File: src/rtl/multicycle_controller.sv
// Multi-cycle RV32I control FSM with ALU and immediate decoders.
// Optional trap on illegal opcodes: define MULTICYCLE_CTRL_ILLEGAL_TRAP_EN.
module multicycle_controller (
  input  logic       clk,
  input  logic       reset,
  input  logic [6:0] op,
  input  logic [2:0] funct3,
  input  logic       funct7b5,
  input  logic       Zero,
  output logic       PCWrite,
  output logic       AdrSrc,
  output logic       MemWrite,
  output logic       IRWrite,
  output logic [1:0] ResultSrc,
  output logic [1:0] ALUSrcA,
  output logic [1:0] ALUSrcB,
  output logic [1:0] ImmSrc,
  output logic [2:0] ALUControl,
  output logic       RegWrite,
  output logic [3:0] State
`ifdef MULTICYCLE_CTRL_ILLEGAL_TRAP_EN
  ,
  output logic       IllegalInstr
`endif
);

  localparam logic [6:0] OP_LW  = 7'b0000011;
  localparam logic [6:0] OP_SW  = 7'b0100011;
  localparam logic [6:0] OP_R   = 7'b0110011;
  localparam logic [6:0] OP_I   = 7'b0010011;
  localparam logic [6:0] OP_JAL = 7'b1101111;
  localparam logic [6:0] OP_BEQ = 7'b1100011;

  typedef enum logic [3:0] {
    FETCH    = 4'd0,
    DECODE   = 4'd1,
    MEMADR   = 4'd2,
    MEMREAD  = 4'd3,
    MEMWB    = 4'd4,
    MEMWRITE = 4'd5,
    EXECR    = 4'd6,
    ALUWB    = 4'd7,
    EXECI    = 4'd8,
    JAL      = 4'd9,
    BEQ      = 4'd10,
    HALT     = 4'd15
  } state_e;

  state_e     state_q, state_d;
  logic       pc_update, branch, mem_write, ir_write, reg_write;
  logic [1:0] alu_op;

  always_ff @(posedge clk) begin
    if (reset) state_q <= FETCH;
    else       state_q <= state_d;
  end

  // Next state and Moore decode of the datapath controls.
  always_comb begin
    state_d   = state_q;
    pc_update = 1'b0;
    branch    = 1'b0;
    mem_write = 1'b0;
    ir_write  = 1'b0;
    reg_write = 1'b0;
    alu_op    = 2'b00;
    AdrSrc    = 1'b0;
    ResultSrc = 2'b00;
    ALUSrcA   = 2'b00;
    ALUSrcB   = 2'b00;
    case (state_q)
      FETCH: begin
        ir_write  = 1'b1;
        ALUSrcB   = 2'b10;
        ResultSrc = 2'b10;
        pc_update = 1'b1;
        state_d   = DECODE;
      end
      DECODE: begin
        ALUSrcA = 2'b01;
        ALUSrcB = 2'b01;
        case (op)
          OP_LW, OP_SW: state_d = MEMADR;
          OP_R:         state_d = EXECR;
          OP_I:         state_d = EXECI;
          OP_JAL:       state_d = JAL;
          OP_BEQ:       state_d = BEQ;
`ifdef MULTICYCLE_CTRL_ILLEGAL_TRAP_EN
          default:      state_d = HALT;
`else
          default:      state_d = FETCH;
`endif
        endcase
      end
      MEMADR: begin
        ALUSrcA = 2'b10;
        ALUSrcB = 2'b01;
        state_d = (op == OP_SW) ? MEMWRITE : MEMREAD;
      end
      MEMREAD: begin
        AdrSrc  = 1'b1;
        state_d = MEMWB;
      end
      MEMWB: begin
        ResultSrc = 2'b01;
        reg_write = 1'b1;
        state_d   = FETCH;
      end
      MEMWRITE: begin
        AdrSrc    = 1'b1;
        mem_write = 1'b1;
        state_d   = FETCH;
      end
      EXECR: begin
        ALUSrcA = 2'b10;
        alu_op  = 2'b10;
        state_d = ALUWB;
      end
      ALUWB: begin
        reg_write = 1'b1;
        state_d   = FETCH;
      end
      EXECI: begin
        ALUSrcA = 2'b10;
        ALUSrcB = 2'b01;
        alu_op  = 2'b10;
        state_d = ALUWB;
      end
      JAL: begin
        ALUSrcA   = 2'b01;
        ALUSrcB   = 2'b10;
        pc_update = 1'b1;
        state_d   = ALUWB;
      end
      BEQ: begin
        ALUSrcA = 2'b10;
        alu_op  = 2'b01;
        branch  = 1'b1;
        state_d = FETCH;
      end
      HALT:    state_d = HALT;
      default: state_d = FETCH;
    endcase
  end

  // Write enables are suppressed while reset is held so an abandoned instruction cannot commit.
  always_comb begin
    PCWrite  = (pc_update | (branch & Zero)) & ~reset;
    MemWrite = mem_write & ~reset;
    IRWrite  = ir_write & ~reset;
    RegWrite = reg_write & ~reset;
    State    = state_q;
  end

  // ALU decoder.
  always_comb begin
    ALUControl = 3'b000;
    case (alu_op)
      2'b01: ALUControl = 3'b001;
      2'b10: begin
        case (funct3)
          3'b000:  ALUControl = (op[5] & funct7b5) ? 3'b001 : 3'b000;
          3'b010:  ALUControl = 3'b101;
          3'b110:  ALUControl = 3'b011;
          3'b111:  ALUControl = 3'b010;
          default: ALUControl = 3'b000;
        endcase
      end
      default: ALUControl = 3'b000;
    endcase
  end

  // Immediate format decoder.
  always_comb begin
    ImmSrc = 2'b00;
    case (op)
      OP_SW:   ImmSrc = 2'b01;
      OP_BEQ:  ImmSrc = 2'b10;
      OP_JAL:  ImmSrc = 2'b11;
      default: ImmSrc = 2'b00;
    endcase
  end

`ifdef MULTICYCLE_CTRL_ILLEGAL_TRAP_EN
  logic illegal_q, illegal_d;

  always_comb illegal_d = illegal_q | (state_d == HALT);

  always_ff @(posedge clk) begin
    if (reset) illegal_q <= 1'b0;
    else       illegal_q <= illegal_d;
  end

  assign IllegalInstr = illegal_q;
`endif

endmodule

File: config.mk
export PLATFORM = sky130hd
export DESIGN_NAME = multicycle_controller
export DESIGN_NICKNAME = d
export VERILOG_FILES = /design/src/rtl/multicycle_controller.sv
export SDC_FILE = /design/constraint.sdc
export NUM_CORES = 1
export LEC_CHECK = 0
export ABC_AREA = 0
export BUFFER_PORTS_ARGS = -buffer_cell sky130_fd_sc_hd__buf_2
export CORE_MARGIN = 10
export CORE_UTILIZATION = 37
export CTS_CLUSTER_SIZE = 10
export DETAILED_ROUTE_END_ITERATION = 7
export GPL_ROUTABILITY_DRIVEN = 0
export PLACE_DENSITY = 0.85
export SLEW_MARGIN = 20
export SYNTH_ARGS = -nofsm -noshare
export SYNTH_HDL_FRONTEND = slang
export SYNTH_SLANG_ARGS = --single-unit
File: constraint.sdc
create_clock -name clk -period 1.38 [get_ports clk]
set_input_delay 0.069 -clock clk [delete_from_list [all_inputs] [get_ports clk]]
set_output_delay 0.069 -clock clk [all_outputs]
set_load 0.05 [all_outputs]
==> results of run 1 <==
-- synthesized netlist by cell type --
master                     count
sky130_fd_sc_hd__or3_1         1
sky130_fd_sc_hd__nor2_1        7
sky130_fd_sc_hd__xor2_1        1
sky130_fd_sc_hd__nor3_1        5
sky130_fd_sc_hd__inv_1         5
sky130_fd_sc_hd__nand4_1       2
sky130_fd_sc_hd__nor2b_1       1
sky130_fd_sc_hd__and3_1        1
sky130_fd_sc_hd__o211ai_1      2
sky130_fd_sc_hd__and2b_1       1
sky130_fd_sc_hd__and2_1        2
sky130_fd_sc_hd__o21ai_0       4
sky130_fd_sc_hd__maj3_1        1
sky130_fd_sc_hd__or3b_1        2
sky130_fd_sc_hd__and4bb_2      1
sky130_fd_sc_hd__ha_1          2
sky130_fd_sc_hd__nand4b_1      1
sky130_fd_sc_hd__a21oi_1       6
sky130_fd_sc_hd__o21bai_1      2
sky130_fd_sc_hd__dfxtp_1       4
sky130_fd_sc_hd__xnor2_1       2
sky130_fd_sc_hd__nand3b_1      1
sky130_fd_sc_hd__buf_2         4
sky130_fd_sc_hd__nor4_1        2
sky130_fd_sc_hd__nand2_1       6
sky130_fd_sc_hd__nand2b_1      7
sky130_fd_sc_hd__nand4_2       1
sky130_fd_sc_hd__nor3b_1       1
sky130_fd_sc_hd__nand3_1       1
sky130_fd_sc_hd__a31oi_1       5
-- per-stage QoR --
step	setup WS, ns	hold WS [ns]	util [%]
after detailed placement	-0.3794	0.3719	71.73
after floorplan	-0.6214	0.1914	-
after CTS	-0.5590	0.1214	89.06
after global placement	-0.3633	0.3746	71.73
-- kinds of logic after synthesis --
group	Yosys count	share of synthesized area [%]
simple gates	43	46.44
compound gates	19	20.46
buf+inv	9	7.127
flops	4	14.71
xor+xnor	3	4.828
fa+ha+maj	3	6.436
-- what timing repair did --
item                                    CTS
endpoints found under the hold margin     0
endpoints found under the setup margin   15
cloned                                    0
pin swaps                                 8
buffers inserted                          1
gates resized for setup                  51
==> flow_summary.ini, run 1 <==
[run_status]
run_status = did not finish
failing_step = 5_1_grt
error_that_stopped_the_run = [ERROR DPL-0033] detailed placement checks failed during check placement.

[clock_tree]
cts-buffers-inserted = 3
number_of_buffers_on_the_longest_clock_path = 2
ctsHoldBuffers = 0
htree_levels = 1
clock_sink_count = 4
cts_root_buf = sky130_fd_sc_hd__clkbuf_4

[global_routing]
grt_antenna_before_repair = 1
grt_max_degree = 15

[yosys]
nets_in_the_synthesized_netlist = 97
synth_top_cells_by_area = sky130_fd_sc_hd__dfxtp_1, sky130_fd_sc_hd__nand2b_1, sky130_fd_sc_hd__a31oi_1
yosysTopAreaCellShare_pct = 14.71
postSynthRegisterBits = 4
yosys_warns = 0
synth_cell_type_count = 30
post-synth-top-area-cell = sky130_fd_sc_hd__dfxtp_1
yosysSeqAreaShare_pct = 14.71
synthesized_area_sq_um = 544.3
synth_area_per_cell_sq_um = 6.719
syn-instance-count = 81

[floorplanning]
core.rowCount = 13
io_pins = 34
initial_core_util_pct = 40.32
fp.dieH_um = 58.36
die_width_um = 58.36

[sta]
worst_path_end_type = output port
globalroute.repair_timing.worst_endpoint = ALUControl[2]

[placed_design]
place_area_sq_um = 968.4
post-place-cells = 139
io_buffers = 33
place_hpwl_um = 1815
==> run 2: changes to the inputs <==
Settings changed: CORE_AREA set to 10 10 71 73, CORE_MARGIN 10 to unset, CORE_UTILIZATION 37 to unset, CTS_CLUSTER_SIZE 10 to unset, DIE_AREA set to 0 0 81 83, PLACE_DENSITY 0.85 to unset, PLACE_DENSITY_LB_ADDON set to 0.15.
Clock period 1.38 ns to 1.8 ns, I/O delays scaled along.
==> flow_summary.ini, run 2 <==
[clock_tree]
tritoncts_clock_tree = done
worst_skew_pair.late_latency_ns = 0.22
cts.clk_slew.worst_paths_ns = 0.03
cts_root_buf = sky130_fd_sc_hd__clkbuf_8
clock_sink_count = 4
htree_levels = 1
post-cts-setup-buffer-count = 0
number_of_buffers_on_the_longest_clock_path = 2
cts-buffers-inserted = 3
ctsHoldBuffers = 0

[sta]
report.final.slew_viol_count = 0
max_freq_mhz = 528.7
crit_share_post_route_pct = 105.1
layout_setup_ws_ns = -0.09159
min_clock_period_post_route_ns = 1.892
worst_setup_skew_after_layout_ns = 0.0007804
timing.slew.headroom_pct = 77.30
whs_ns = 0.1833
grt_setup_unrepaired = true
timing_worst_slew_pin_value_ns = 0.3399
setup_violations = 2
timing.final.hold_violations = 0

[cells_and_area]
mostFrequentLayoutCells = sky130_fd_sc_hd__buf_2, sky130_fd_sc_hd__buf_4, sky130_fd_sc_hd__nand2b_1
seq_area_sq_um = 92.59
nFillCells = 423
multi_input_combinational_cell_area_sq_um = 524.3
layout_commonest_cell = sky130_fd_sc_hd__buf_2
largest_register_ffs = 4
antenna_cells_inserted = 0
layout.core_utilization_pct = 27.31
areaGrowthSynthToFinish_pct = 82.30
layout-drive-gt1-share_pct = 52.85
postLayoutCellArea_sq_um = 992.2
fin_nets = 140
finalNonFillerCells = 171

[power_and_ir_drop]
highest_ir_drop_seen_on_vdd_mv = 0.1540
clock_power_share_pct = 46.0
static_leakage_power_nw = 0.4287
combPwrFrac_pct = 33.8
cellInternalPower_mw = 0.2864
sequentialPowerShare_pct = 20.1
total_switching_power_mw = 0.1526
switching_share_pct = 34.77
p_per_area_nw_per_um2 = 442.4

[routing]
ant_nets = 0
post_drt_via_cell_ratio = 4.292
route.detailed.wl_per_inst_um = 12.78
dr.pass1.iters = 4
vias = 734
drt_drc_violations_left = 0
initialDrtViolationCount = 47
routed_wirelength_um = 2186

[run_status]
violations = setup timing
run_status = complete, but fails checks

[global_routing]
vias_in_the_first_global_route = 740
globalRouteTotalUtil_pct = 6.218
grt_remaining_overflow = 0
grt_pass1_wl_um = 3450
grt_antenna_before_repair = 0
grt_max_degree = 15

[worst_hold_path]
worst_hold_class = in -> reg

[yosys]
synth_top_cells_by_count = sky130_fd_sc_hd__nand2b_1, sky130_fd_sc_hd__nor2_1, sky130_fd_sc_hd__a21oi_1, sky130_fd_sc_hd__nand2_1
synthesized_area_sq_um = 544.3
synth_cell_type_count = 30
nets_in_the_synthesized_netlist = 97
syn-instance-count = 81
synth-edff-count = 0
synth_top_cells_by_area = sky130_fd_sc_hd__dfxtp_1, sky130_fd_sc_hd__nand2b_1, sky130_fd_sc_hd__a31oi_1
yosysSeqAreaShare_pct = 14.71
synth_area_per_cell_sq_um = 6.719
post-synth-top-area-cell = sky130_fd_sc_hd__dfxtp_1
yosysTopAreaCellShare_pct = 14.71
postSynthRegisterBits = 4
synth_top_flop_cell = sky130_fd_sc_hd__dfxtp_1
yosys_warns = 0
asr_flop_ratio_synth_pct = 0

[worst_setup_path]
crit_buf_inv = 1
worst-endpoint-arrival_ns = 1.80
slowest_delay_ns = 0.41
crit_path_max_fanout = 2
worst_path_max_delay_cell = sky130_fd_sc_hd__or3b_4
critPathLaunchType = flip-flop
cp_data_required_time_ns = 1.71
cell_family_contributing_the_most_delay_on_the_critical_path = simple AND/OR/NAND/NOR gates
cp_cell_sequence = or3b_4 -> a21oi_4 -> ha_4 -> nand2_4 -> nor4_4 -> buf_6
worst_setup_path_class = reg -> out
worstSetupEndpointType = output port

[floorplanning]
io_pins = 34
die_width_um = 81
coreArea_sq_um = 3633
initial_core_util_pct = 14.98
fp.dieArea_sq_um = 6723
core.rowCount = 22
fp.dieH_um = 83

[placed_design]
post-place-cells = 167
dpl_worst_slack_ns = 0.01858
place_hpwl_um = 1902
io_buffers = 33
place_area_sq_um = 923.4

[run]
cap_viol_max_count = 0
==> run 2: worst paths after layout <==
| path | slack, ns | endpoint | cells after the start | startpoint |
|---|---|---|---|---|
| worst min register to register | 0.66 | State[0] | 2 | State[0] |
| worst max register to register | 0.21 | State[3] | 5 | State[1] |
| worst max-delay path | -0.09 | ALUControl[2] | 6 | State[1] |
| worst min-delay path | 0.18 | State[2] | 3 | op[5] |
==> run 2: layer usage <==
metal,up-vias,part of all wire [%],track usage [%]
li1,373,-,-
met1,335,39,7.086
met2,24,48,9.798
met3,2,12,2.155
met4,0,1.1,3.286
met5,-,0,0
==> run 2: cell type report <==
| class | count | area share (%) |
|---|---|---|
| multi-input combinational | 68 | 52.84 |
| clock buffer | 4 | 4.540 |
| tap | 48 | 6.053 |
| sequential | 4 | 9.332 |
| timing repair buffer | 42 | 25.35 |
| inverter | 5 | 1.892 |
==> run 2: logic make-up after synthesis <==
| group | synth area share [%] |
|---|---|
| AO/OA/AOI/OAI | 20.46 |
| XOR/XNOR | 4.828 |
| adder cells (fa/ha/maj) | 6.436 |
| buffers and inverters | 7.127 |
| flip-flops | 14.71 |
| AND/OR/NAND/NOR | 46.44 |
==> run 2: worst register-to-register path, stage by stage (launching register included) <==
cell,delay [ns]
sky130_fd_sc_hd__dfxtp_4,0.33
sky130_fd_sc_hd__buf_4,0.16
sky130_fd_sc_hd__nand2b_1,0.18
sky130_fd_sc_hd__nor3_1,0.28
sky130_fd_sc_hd__or3b_1,0.39
sky130_fd_sc_hd__a31oi_1,0.17
==> run 2: power groups by stage <==
stage | Combinational, mW | Sequential, mW | Clock (mW)
5_1_grt | 0.160 | 0.0886 | 0.214
6_report | 0.149 | 0.0884 | 0.202
3_5_place_dp | 0.151 | 0.0897 | 0
3_3_place_gp | 0.150 | 0.0896 | 0
4_1_cts | 0.151 | 0.0885 | 0.207
2_1_floorplan | 0.0900 | 0.0984 | 0
==> run 2: timing repair <==
action,in CTS,in global routing
gates resized for setup,7,1
setup endpoints to repair,3,3
pin swaps,6,1
==> run 2: stage by stage <==
| step | setup TNS, ns | power, mW |
|---|---|---|
| finish | -0.1166 | 0.4390 |
| global route | -0.3601 | 0.4623 |
| CTS | -0.2147 | 0.4460 |
| detailed placement | 0 | 0.2403 |
| global placement | 0 | 0.2399 |
| floorplan | -0.4390 | 0.1884 |
No activity file was read; power rests on OpenSTA's default activity.
